==> src/rtl/fp12_result_reader_pkg.sv <==
// Shared constants for the Fp12 result readback stage: FSM state codes and
// the core input-mode codes that select between executing and reading results.
package fp12_result_reader_pkg;

  localparam logic [2:0] ST_IDLE      = 3'd0;
  localparam logic [2:0] ST_WAIT_CORE = 3'd1;
  localparam logic [2:0] ST_ISSUE     = 3'd2;
  localparam logic [2:0] ST_LAT       = 3'd3;
  localparam logic [2:0] ST_DRAIN     = 3'd4;
  localparam logic [2:0] ST_DONE      = 3'd5;

  // Core I_INPUTMODE codes, single-bit on this interface.
  localparam logic MODE_EXEC_CORE  = 1'b0;
  localparam logic MODE_REF_RESULT = 1'b1;

  // Width of the pair index, never zero even for a single pair.
  function automatic int pair_width(input int num_pairs);
    return (num_pairs > 1) ? $clog2(num_pairs) : 1;
  endfunction

endpackage

==> src/rtl/fp12_result_reader_if.sv <==
// Valid/ready word stream from the readback stage to the host interface.
interface fp12_result_reader_if #(
  parameter int WORD_W = 384
);
  logic              valid;
  logic              ready;
  logic [WORD_W-1:0] data;
  logic              last;

  modport master (output valid, output data, output last, input ready);
  modport slave  (input valid, input data, input last, output ready);
endinterface

==> src/rtl/fp12_result_reader_pair_buffer.sv <==
// rr_pair_buffer: two-word capture buffer for one RAM access, emptied one
// word per valid/ready handshake; valid depends only on registered state.
module rr_pair_buffer #(
  parameter int WORD_W = 384
) (
  input  logic              clk,
  input  logic              rst,
  input  logic              load,
  input  logic [WORD_W-1:0] d0,
  input  logic [WORD_W-1:0] d1,
  input  logic              last_pair,
  output logic              valid,
  input  logic              ready,
  output logic [WORD_W-1:0] data,
  output logic              last,
  output logic              pair_done
);

  logic [WORD_W-1:0] word0_q;
  logic [WORD_W-1:0] word1_q;
  logic              sel_q;
  logic              valid_q;
  logic              last_pair_q;

  always_ff @(posedge clk) begin
    if (rst) begin
      valid_q     <= 1'b0;
      sel_q       <= 1'b0;
      last_pair_q <= 1'b0;
    end else if (load) begin
      valid_q     <= 1'b1;
      sel_q       <= 1'b0;
      last_pair_q <= last_pair;
    end else if (valid_q && ready) begin
      if (sel_q) begin
        valid_q <= 1'b0;
        sel_q   <= 1'b0;
      end else begin
        sel_q <= 1'b1;
      end
    end
  end

  // NOTE: wide data storage is not reset; the output is gated by valid_q instead.
  always_ff @(posedge clk) begin
    if (load) begin
      word0_q <= d0;
      word1_q <= d1;
    end
  end

  assign valid     = valid_q;
  assign data      = valid_q ? (sel_q ? word1_q : word0_q) : '0;
  assign last      = valid_q && sel_q && last_pair_q;
  assign pair_done = valid_q && ready && sel_q;

endmodule

==> src/rtl/fp12_result_reader.sv <==
// Fp12 result readback: waits for the pairing core to idle, reads the result
// two words per RAM access and streams it out. Optional: READBACK_CKSUM_EN.
module fp12_result_reader
  import fp12_result_reader_pkg::*;
#(
  parameter int WORD_W    = 384,
  parameter int ADDR_W    = 9,
  parameter int NUM_WORDS = 12,
  parameter int READ_LAT  = 1
) (
  input  logic                   clk,
  input  logic                   rst,
  input  logic                   start,
  input  logic [ADDR_W-1:0]      base_addr,
  input  logic                   core_busy,
  output logic                   ref_mode,
  output logic [ADDR_W-1:0]      raddr1,
  output logic [ADDR_W-1:0]      raddr2,
  input  logic [WORD_W-1:0]      rdata1,
  input  logic [WORD_W-1:0]      rdata2,
  fp12_result_reader_if.master   m,
`ifdef READBACK_CKSUM_EN
  output logic [WORD_W-1:0]      cksum,
`endif
  output logic                   busy,
  output logic                   done
);

  localparam int NUM_PAIRS = NUM_WORDS / 2;
  localparam int PAIR_W    = pair_width(NUM_PAIRS);
  localparam int LAT_W     = 2;

  localparam logic [PAIR_W-1:0] LAST_PAIR = PAIR_W'(NUM_PAIRS - 1);
  localparam logic [LAT_W-1:0]  LAT_LAST  = LAT_W'(READ_LAT - 1);

  if (NUM_WORDS < 2 || (NUM_WORDS % 2) != 0) begin : g_bad_num_words
    $error("fp12_result_reader: NUM_WORDS must be even and >= 2");
  end
  if (READ_LAT < 1 || READ_LAT > 4) begin : g_bad_read_lat
    $error("fp12_result_reader: READ_LAT must be in 1..4");
  end

  typedef enum logic [2:0] {
    IDLE      = ST_IDLE,
    WAIT_CORE = ST_WAIT_CORE,
    ISSUE     = ST_ISSUE,
    LAT       = ST_LAT,
    DRAIN     = ST_DRAIN,
    DONE      = ST_DONE
  } state_e;

  state_e            state_q, state_d;
  logic [ADDR_W-1:0] base_q;
  logic [PAIR_W-1:0] pair_q, pair_d;
  logic [LAT_W-1:0]  lat_q, lat_d;
  logic [ADDR_W-1:0] raddr1_q, raddr2_q;
  logic [ADDR_W-1:0] pair_addr;
  logic              start_ok;
  logic              capture;
  logic              pair_done;

  // NOTE: every always_comb output gets a default first so no path infers a latch.
  always_comb begin
    state_d  = state_q;
    pair_d   = pair_q;
    lat_d    = lat_q;
    start_ok = 1'b0;
    capture  = 1'b0;
    unique case (state_q)
      IDLE: begin
        if (start) begin
          start_ok = 1'b1;
          pair_d   = '0;
          state_d  = WAIT_CORE;
        end
      end
      WAIT_CORE: begin
        if (!core_busy) state_d = ISSUE;
      end
      ISSUE: begin
        lat_d   = '0;
        state_d = LAT;
      end
      LAT: begin
        if (lat_q == LAT_LAST) begin
          capture = 1'b1;
          state_d = DRAIN;
        end else begin
          lat_d = lat_q + LAT_W'(1);
        end
      end
      DRAIN: begin
        if (pair_done) begin
          if (pair_q == LAST_PAIR) begin
            state_d = DONE;
          end else begin
            pair_d  = pair_q + PAIR_W'(1);
            state_d = ISSUE;
          end
        end
      end
      DONE:    state_d = IDLE;
      default: state_d = IDLE;
    endcase
  end

  // Address of the pair about to be issued; the sum wraps modulo 2^ADDR_W.
  assign pair_addr = base_q + (ADDR_W'(pair_d) << 1);

  always_ff @(posedge clk) begin
    if (rst) begin
      state_q  <= IDLE;
      base_q   <= '0;
      pair_q   <= '0;
      lat_q    <= '0;
      raddr1_q <= '0;
      raddr2_q <= '0;
    end else begin
      state_q <= state_d;
      pair_q  <= pair_d;
      lat_q   <= lat_d;
      if (start_ok) base_q <= base_addr;
      if (state_d == ISSUE) begin
        raddr1_q <= pair_addr;
        raddr2_q <= pair_addr + ADDR_W'(1);
      end
    end
  end

  assign raddr1   = raddr1_q;
  assign raddr2   = raddr2_q;
  assign ref_mode = (state_q inside {ISSUE, LAT, DRAIN, DONE}) ? MODE_REF_RESULT
                                                              : MODE_EXEC_CORE;
  assign busy     = (state_q != IDLE);
  assign done     = (state_q == DONE);

  rr_pair_buffer #(
    .WORD_W (WORD_W)
  ) u_pair_buffer (
    .clk       (clk),
    .rst       (rst),
    .load      (capture),
    .d0        (rdata1),
    .d1        (rdata2),
    .last_pair (pair_q == LAST_PAIR),
    .valid     (m.valid),
    .ready     (m.ready),
    .data      (m.data),
    .last      (m.last),
    .pair_done (pair_done)
  );

`ifdef READBACK_CKSUM_EN
  logic [WORD_W-1:0] cksum_q;

  always_ff @(posedge clk) begin
    if (rst || start_ok) begin
      cksum_q <= '0;
    end else if (m.valid && m.ready) begin
      cksum_q <= cksum_q ^ m.data;
    end
  end

  assign cksum = cksum_q;
`endif

endmodule

==> src/flat_wrapper.sv <==
// flat-port wrapper written by rule: the top's interface ports become plain ports
module fp12_result_reader_flat import fp12_result_reader_pkg::*;
#(
  parameter int WORD_W    = 384,
  parameter int ADDR_W    = 9,
  parameter int NUM_WORDS = 12,
  parameter int READ_LAT  = 1
)
  (clk, rst, start, base_addr, core_busy, ref_mode, raddr1, raddr2, rdata1, rdata2, busy, done, m_valid, m_data, m_last, m_ready);
  fp12_result_reader_if #(.WORD_W(WORD_W)) m_i ();
  input  logic clk;
  input  logic rst;
  input  logic start;
  input  logic [ADDR_W-1:0] base_addr;
  input  logic core_busy;
  output logic ref_mode;
  output logic [ADDR_W-1:0] raddr1;
  output logic [ADDR_W-1:0] raddr2;
  input  logic [WORD_W-1:0] rdata1;
  input  logic [WORD_W-1:0] rdata2;
  output logic busy;
  output logic done;
  output wire logic [$bits(m_i.valid)-1:0] m_valid;
  output wire logic [$bits(m_i.data)-1:0] m_data;
  output wire logic [$bits(m_i.last)-1:0] m_last;
  input wire logic [$bits(m_i.ready)-1:0] m_ready;
  assign m_valid = m_i.valid;
  assign m_data = m_i.data;
  assign m_last = m_i.last;
  assign m_i.ready = m_ready;
  fp12_result_reader #(.WORD_W(WORD_W), .ADDR_W(ADDR_W), .NUM_WORDS(NUM_WORDS), .READ_LAT(READ_LAT)) u_core (.clk(clk), .rst(rst), .start(start), .base_addr(base_addr), .core_busy(core_busy), .ref_mode(ref_mode), .raddr1(raddr1), .raddr2(raddr2), .rdata1(rdata1), .rdata2(rdata2), .m(m_i), .busy(busy), .done(done));
endmodule
==> config.mk <==
export PLATFORM = sky130hd
export DESIGN_NAME = fp12_result_reader_flat
export DESIGN_NICKNAME = d
export VERILOG_FILES = /design/src/rtl/fp12_result_reader_pkg.sv /design/src/rtl/fp12_result_reader_if.sv /design/src/rtl/fp12_result_reader_pair_buffer.sv /design/src/rtl/fp12_result_reader.sv /design/src/flat_wrapper.sv
export SDC_FILE = /design/constraint.sdc
export NUM_CORES = 1
export LEC_CHECK = 0
export ABC_CLOCK_PERIOD_IN_PS = 18800
export BUFFER_PORTS_ARGS = -buffer_cell sky130_fd_sc_hd__buf_2
export CORE_AREA = 5 5 457 459
export CTS_BUF_LIST = sky130_fd_sc_hd__clkbuf_16
export DETAILED_ROUTE_END_ITERATION = 12
export DIE_AREA = 0 0 462 464
export PLACE_DENSITY = 0.41
export SLEW_MARGIN = 10
export SYNTH_ARGS = -nofsm -noshare
export SYNTH_HDL_FRONTEND = slang
export SYNTH_SLANG_ARGS = --single-unit
==> constraint.sdc <==
create_clock -name clk -period 18.8 [get_ports clk]
set_input_delay 3.76 -clock clk [delete_from_list [all_inputs] [get_ports clk]]
set_output_delay 3.76 -clock clk [all_outputs]
set_load 0.01 [all_outputs]
==> metrics.txt, run 1 <==
hpwl dp=between 100,000 and 150,000 microns; Num Clock Sinks=806; Port Buffers=between 1,000 and 1,500; top post-synthesis cells by area=edfxtp_1 (73%), mux2i_1 (12%), nor2b_1 (7.7%), dfxtp_1 (2.4%), clkbuf_1 (0.67%); vias per cell=approximately 3.6; routed wire length=roughly 150,000 microns; Mapped Cells=~1,900; adder-cell share of the synthesized area=0.00341; Post-CTS Setup Inserts=0; WP buf/inv=4; Compound-Gate Fraction of Synth Area=0.00971; clk buf depth=3; post-synthesis xor/xnor area fraction=0.00333; highest-delay cell along the critical path=dfxtp_4; dominant cell type by area after synthesis=edfxtp_1; initial antenna violation count=a little over 100; mean post-synth cell area=between 15 and 20 sq um; Placed Area=0.0407 sq mm; Die ar.=0.214 sq mm; R2R cell count=6; post-synthesis sequential area ratio=0.755; Post-CTS Hold Buffers=0; RePlAce Congestion=slightly above 0.9; Tmin final=8460 ps; total grt overflow=0; cts bufs inserted=102; non-filler cells, final=5,872; pin count of the biggest net entering global routing=between 150 and 200; share of layout cells above drive strength 1=0.428; Initial Util=0.155; CP Capture Type=output port; Critical Path Most Common Cell=buf_4; First-pass DRT Iterations=5; Critical Path Start Type=flop; Leak Pwr=16.3 nW; Critical Path AT=around 4700 ps; Synth Cell Area=around 0.032 sq mm; Post-synth EDFFs=between 700 and 800; hold depth=2; status=complete, no violations; relative slew slack=0.182; total stage count of the critical path=6; hold_sp=u_core.lat_q[1]; synth warn=0; mux cell area share after synthesis=0.123; max-cap viol count=0; Hold EP=u_core.lat_q[1]; Peak VDD IR=between 0.06 and 0.07 mV; largest family of logic cells by synthesized area=multiplexers; Routed Antenna Nets=0; Layout Nets=3,868; most common cell in the synthesized netlist=edfxtp_1; Cell Rows=166; reg2reg end=u_core.u_pair_buffer.word1_q[146]; CP Data Required Time=15,040 ps; final hold vios=0; Core Region=around 0.20 sq mm; Mapped Nets=between 2,000 and 3,000; via count=approximately 21,000; fin area=between 0.04 and 0.05 sq mm; Top FF cell, synth=edfxtp_1; Die Span Y=approximately 460 microns; Residual DRC=0; async set-reset flop share out of synthesis=0; Placed Cells=~5,700; clock-pin transition on the worst setup and hold timing paths=~60 ps; RSZ-0062 raised after global routing=no; final setup TNS=0 ps; CTS H-tree depth=3; IO Pins=approximately 1,200; Die Wd=around 460 microns; Crit Path Class=reg2out; Worst-Skew Late Latency=around 740 ps; global-route wire length before repair=slightly below 200,000 microns; #FFs+latches synth=between 800 and 900; HP Class=reg2reg; Tcrit/Tclk final=0.450; routed length per instance=approximately 25 microns; CP max stage delay=approximately 770 ps; power density cells=about 94 mW/mm^2; post_cts resized=0; setup violators final=0; Max FO, Critical Path=111; Area Growth Syn to Fin=39.4%; fin util=0.216; GRT Overall Usage=0.132; Layout Skew=around 26 ps; clk root buf=clkbuf_16; top cell type's share of synthesized area=0.731; r2r setup slk=around 14,000 ps; DRT iter0 DRCs=1,290; TritonCTS clock tree=done; Commonest cells post-synth=edfxtp_1 (768), mux2i_1 (387), nor2b_1 (387); crit path cell chain=buf_4, buf_4, buf_12, mux2i_1, nor2b_1, buf_2; fmax=118 MHz; critical path's top delay family=buffers and inverters; worst slew pin tran=between 1000 and 1500 ps; simple-gate share of the synthesized area=0.0927; worst r2r src=u_core.state_q[1]; Slew Viols, Final=0; Yosys cell types=43; vias in the first global route=21,809
-- layer usage --
metal,GRT usage,share of wire,vias up
met4,0.0287,0.021,60
met3,0.0512,0.089,258
met1,0.158,0.41,10245
met5,0,0.0024,-
met2,0.223,0.48,979
li1,-,-,9372
-- kinds of logic after synthesis --
group	after synthesis
fa+ha+maj	8
mux	387
xor+xnor	12
buf+inv	109
simple gates	496
flops	806
compound gates	47
-- report_power, final --
part,switching (mW),internal (mW)
clock network,0.832,1.10
registers,0.0194,2.00
logic,0.104,0.0938
-- worst min-delay path, delay by kind of cell, from the launching register on --
| family | cells | cell delay, ps |
|---|---|---|
| flops | 1 | 300 |
| compound gates | 1 | 50 |
| simple gates | 1 | 50 |
-- placed cells by master (no fill, tap or decap), types with 23 or more instances in the layout --
master / synthesis / layout
a21oi_1: 24 / 24
buf_2: 6 / 1188
clkbuf_16: 0 / 103
clkinv_1: 0 / 23
dfxtp_1: 38 / 36
edfxtp_1: 768 / 768
inv_1: 11 / 36
mux2i_1: 387 / 387
nand2_1: 49 / 49
nor2b_1: 387 / 387
-- per-stage QoR --
step | worst slack, ps | power [mW] | hold slack, ps
4_1_cts | 10260 | 4.25 | 455
5_1_grt | 10160 | 4.32 | 474
3_5_place_dp | 11110 | 2.26 | 448
2_1_floorplan | 1930 | 2.14 | 432
3_3_place_gp | 11140 | 2.26 | 442
6_report | 10340 | 4.15 | 451
-- layout make-up --
cell class                 instances  area [sq um]
clock buffer                     103          2580
antenna                           21          52.6
fill                           21991        160000
clock inverter                    86           679
sequential                       806         23800
inverter                          11          48.8
multi-input combinational        950          7320
tap                             2688          3360
timing repair buffer            1207          6130
-- flip-flops by register name, summed over array words and instances, names as in the netlist --
signal and cells:
u_core.base_q 9, u_core.lat_q 2, u_core.pair_q 3, u_core.raddr1 9, u_core.raddr2 9, u_core.state_q 3
u_core.u_pair_buffer.last_pair_q 1, u_core.u_pair_buffer.sel_q 1, u_core.u_pair_buffer.valid 1, u_core.u_pair_buffer.word0_q 384, u_core.u_pair_buffer.word1_q 384
-- worst max-delay path by stage --
| stage | slack, ps | from | endpoint |
|---|---|---|---|
| floorplan | 1930 | u_core.state_q[1] | u_core.u_pair_buffer.word0_q[0] |
| global placement | 11140 | u_core.u_pair_buffer.sel_q | m_data[258] |
| detailed placement | 11110 | u_core.u_pair_buffer.sel_q | m_data[258] |
| CTS | 10260 | u_core.u_pair_buffer.sel_q | m_data[258] |
| global route | 10160 | u_core.u_pair_buffer.sel_q | m_data[258] |
| finish | 10340 | u_core.u_pair_buffer.sel_q | m_data[258] |
Note: power is estimated with default switching activity, not from simulation.
==> run 2, diff against run 1 <==
Settings changed: ABC_CLOCK_PERIOD_IN_PS 18800 to 8750.
Clock period 18.8 ns to 8.75 ns, I/O delays scaled along.
==> run 2 against run 1 <==
Effect of this change: final cell count grew 0.44%; routed wire length grew 2.5%; global-route usage grew 0.25 points; sequential share of layout area shrank 0.12 points; utilization is essentially flat; critical path type unchanged; highest routed layer unchanged.
==> metrics.txt, run 2 (synthesized netlist as in run 1, its figures left out) <==
Worst-Skew Late Latency=720 ps (was 740 ps); Critical Path Most Common Cell=buf_12 (was buf_4); Die Wd=462 microns (unchanged); Flop pwr share=0.489 (was 0.487); total power=8.88 mW (was 4.15 mW); Placed Area=0.0408 sq mm (was 0.0407 sq mm); Residual DRC=0 (unchanged); hold depth=2 (unchanged); setup violators final=0 (unchanged); Internal Power=6.82 mW (was 3.19 mW); Tmin final=a little over 5000 ps; routed length per instance=25.8 microns (was 25.3 microns); Peak VDD IR=0.136 mV (was 0.0640 mV); worst slew pin tran=1060 ps (was 1220 ps); Max FO, Critical Path=105 (was 111); fmax=between 150 and 200 MHz; max-cap viol count=0 (unchanged); final setup TNS=0 ps (unchanged); Routed Antenna Nets=0 (unchanged); sw power=2.06 mW (was 955 uW); Placed Cells=5,665 (was 5,662); hpwl dp=120,000 microns (was 118,000 microns); share of layout cells above drive strength 1=0.432 (was 0.428); R2R cell count=12 (was 6); Clock power frac=0.462 (was 0.465); WHS=456 ps (was 451 ps); fin area=0.0441 sq mm (was 0.0440 sq mm); total grt overflow=0 (unchanged); clock-pin transition on the worst setup and hold timing paths=60 ps (about the same); Comb pwr share=0.049 (was 0.048); Slew Viols, Final=0 (unchanged); via count=20,942 (was 20,914); switching share of total power=0.232 (was 0.230); Cell Rows=166 (unchanged); power density cells=201 mW/mm^2 (was 94.3 mW/mm^2); cts bufs inserted=103 (was 102); Leak Pwr=16.2 nW (was 16.3 nW); RePlAce Congestion=0.870 (was 0.915); dpl ws=3930 ps (was 11,110 ps); clk root buf=clkbuf_16 (unchanged); Post-CTS Hold Buffers=0 (unchanged); clk buf depth=3 (unchanged); worst r2r src=u_core.u_pair_buffer.sel_q (was u_core.state_q[1]); CTS H-tree depth=3 (unchanged); routed wire length=152,000 microns (was 149,000 microns); CP Data Required Time=7000 ps (was 15,040 ps); Top Registers=u_core.u_pair_buffer.word0_q (384), u_core.u_pair_buffer.word1_q (384) (unchanged); reg2reg end=u_core.raddr2[8] (was u_core.u_pair_buffer.word1_q[146]); post_cts resized=0 (unchanged); global-route wire length before repair=195,000 microns (was 193,000 microns); area of the multi-input gates=0.00734 sq mm (was 0.00732 sq mm); Die Span Y=464 microns (unchanged); IO Pins=1,189 (unchanged); WP buf/inv=3 (was 4); final hold vios=0 (unchanged); commonest cells after routing, fill and taps aside=buf_2 (1,188), edfxtp_1 (768), mux2i_1 (387), nor2b_1 (386), clkbuf_16 (104) (was buf_2 (1,188), edfxtp_1 (768), nor2b_1 (387), mux2i_1 (387), clkbuf_16 (103)); Crit Path Class=reg2out (unchanged); Critical Path Start Type=flop (unchanged); critical path's top delay family=buffers and inverters (unchanged); Critical Path AT=3400 ps (was 4700 ps); total stage count of the critical path=5 (was 6); vias in the first global route=21,829 (was 21,809); Core Region=0.204 sq mm (unchanged); commonest non-fill, non-tap cell in the layout=buf_2 (unchanged); crit path cell chain=buf_12, buf_12, mux2i_1, nor2b_1, buf_2 (was buf_4, buf_4, buf_12, mux2i_1, nor2b_1, buf_2); Post-CTS Setup Inserts=0 (unchanged); setup ws final=3600 ps (was 10,340 ps); Reg area=0.0238 sq mm (about the same); Tcrit/Tclk final=0.589; highest-delay cell along the critical path=dfxtp_4 (unchanged); Num Clock Sinks=806 (unchanged); relative slew slack=0.292 (was 0.182); Layout Nets=3,872 (was 3,868); TritonCTS clock tree=done (unchanged); First-pass DRT Iterations=5 (unchanged); GRT Overall Usage=0.134 (was 0.132); CP Capture Point=m_data[259] (was m_data[258]); Layout Skew=19.5 ps (was 26.4 ps); initial antenna violation count=118 (was 102); DRT iter0 DRCs=1,461 (was 1,290); HP Class=reg2reg (unchanged); vias per cell=3.55 (was 3.56); Die ar.=0.214 sq mm (unchanged); status=complete, no violations (unchanged); pin count of the biggest net entering global routing=191 (was 151); non-filler cells, final=5,898 (was 5,872); CP Capture Type=output port (unchanged); Port Buffers=1,188 (unchanged); Initial Util=0.155 (unchanged); r2r setup slk=4730 ps (was 13,820 ps); RSZ-0062 raised after global routing=no (unchanged); Area Growth Syn to Fin=39.7% (was 39.4%); CP max stage delay=930 ps (was 770 ps); Setup crit start=u_core.u_pair_buffer.sel_q (unchanged); fillers=21,968 (was 21,991); fin util=0.216 (about the same)
[run 2: tightest hold or removal path: stages, from the launching register on]
cell	delay, ps
dfxtp_1	310
nand2_1	50
a21oi_1	50
[run 2: how the worst min path moves through the flow]
| stage | startpoint | to | slack (ps) |
|---|---|---|---|
| after floorplan | u_core.lat_q[1] | u_core.lat_q[1] | 430 |
| after global placement | u_core.raddr2[2] | u_core.raddr2[2] | 440 |
| after detailed placement | u_core.lat_q[1] | u_core.lat_q[1] | 450 |
| after CTS | u_core.lat_q[1] | u_core.lat_q[1] | 460 |
| after global routing | u_core.raddr1[3] | u_core.raddr1[3] | 480 |
| final | u_core.lat_q[1] | u_core.lat_q[1] | 460 |
[run 2: cell type report]
| type | instances | area share |
|---|---|---|
| Inverter | 11 | 0.00102 |
| Clock buffer | 104 | 0.0590 |
| Tap cell | 2688 | 0.0763 |
| Antenna cell | 42 | 0.00238 |
| Multi-Input combinational cell | 950 | 0.166 |
| Sequential cell | 806 | 0.540 |
| Clock inverter | 87 | 0.0136 |
| Timing Repair Buffer | 1210 | 0.141 |
[run 2: power by group through the flow]
stage / registers [mW] / clock network, mW / logic, mW
2_1_floorplan: 4.44 / 0 / 0.154
3_3_place_gp: 4.43 / 0 / 0.438
3_5_place_dp: 4.43 / 0 / 0.444
4_1_cts: 4.35 / 4.29 / 0.446
5_1_grt: 4.35 / 4.42 / 0.474
6_report: 4.34 / 4.10 / 0.434
[run 2: per-layer routing]
metal,part of all wire,GRT usage
met3,0.11,0.0611
met2,0.47,0.221
met5,0.0034,0
met1,0.39,0.155
met4,0.033,0.0416
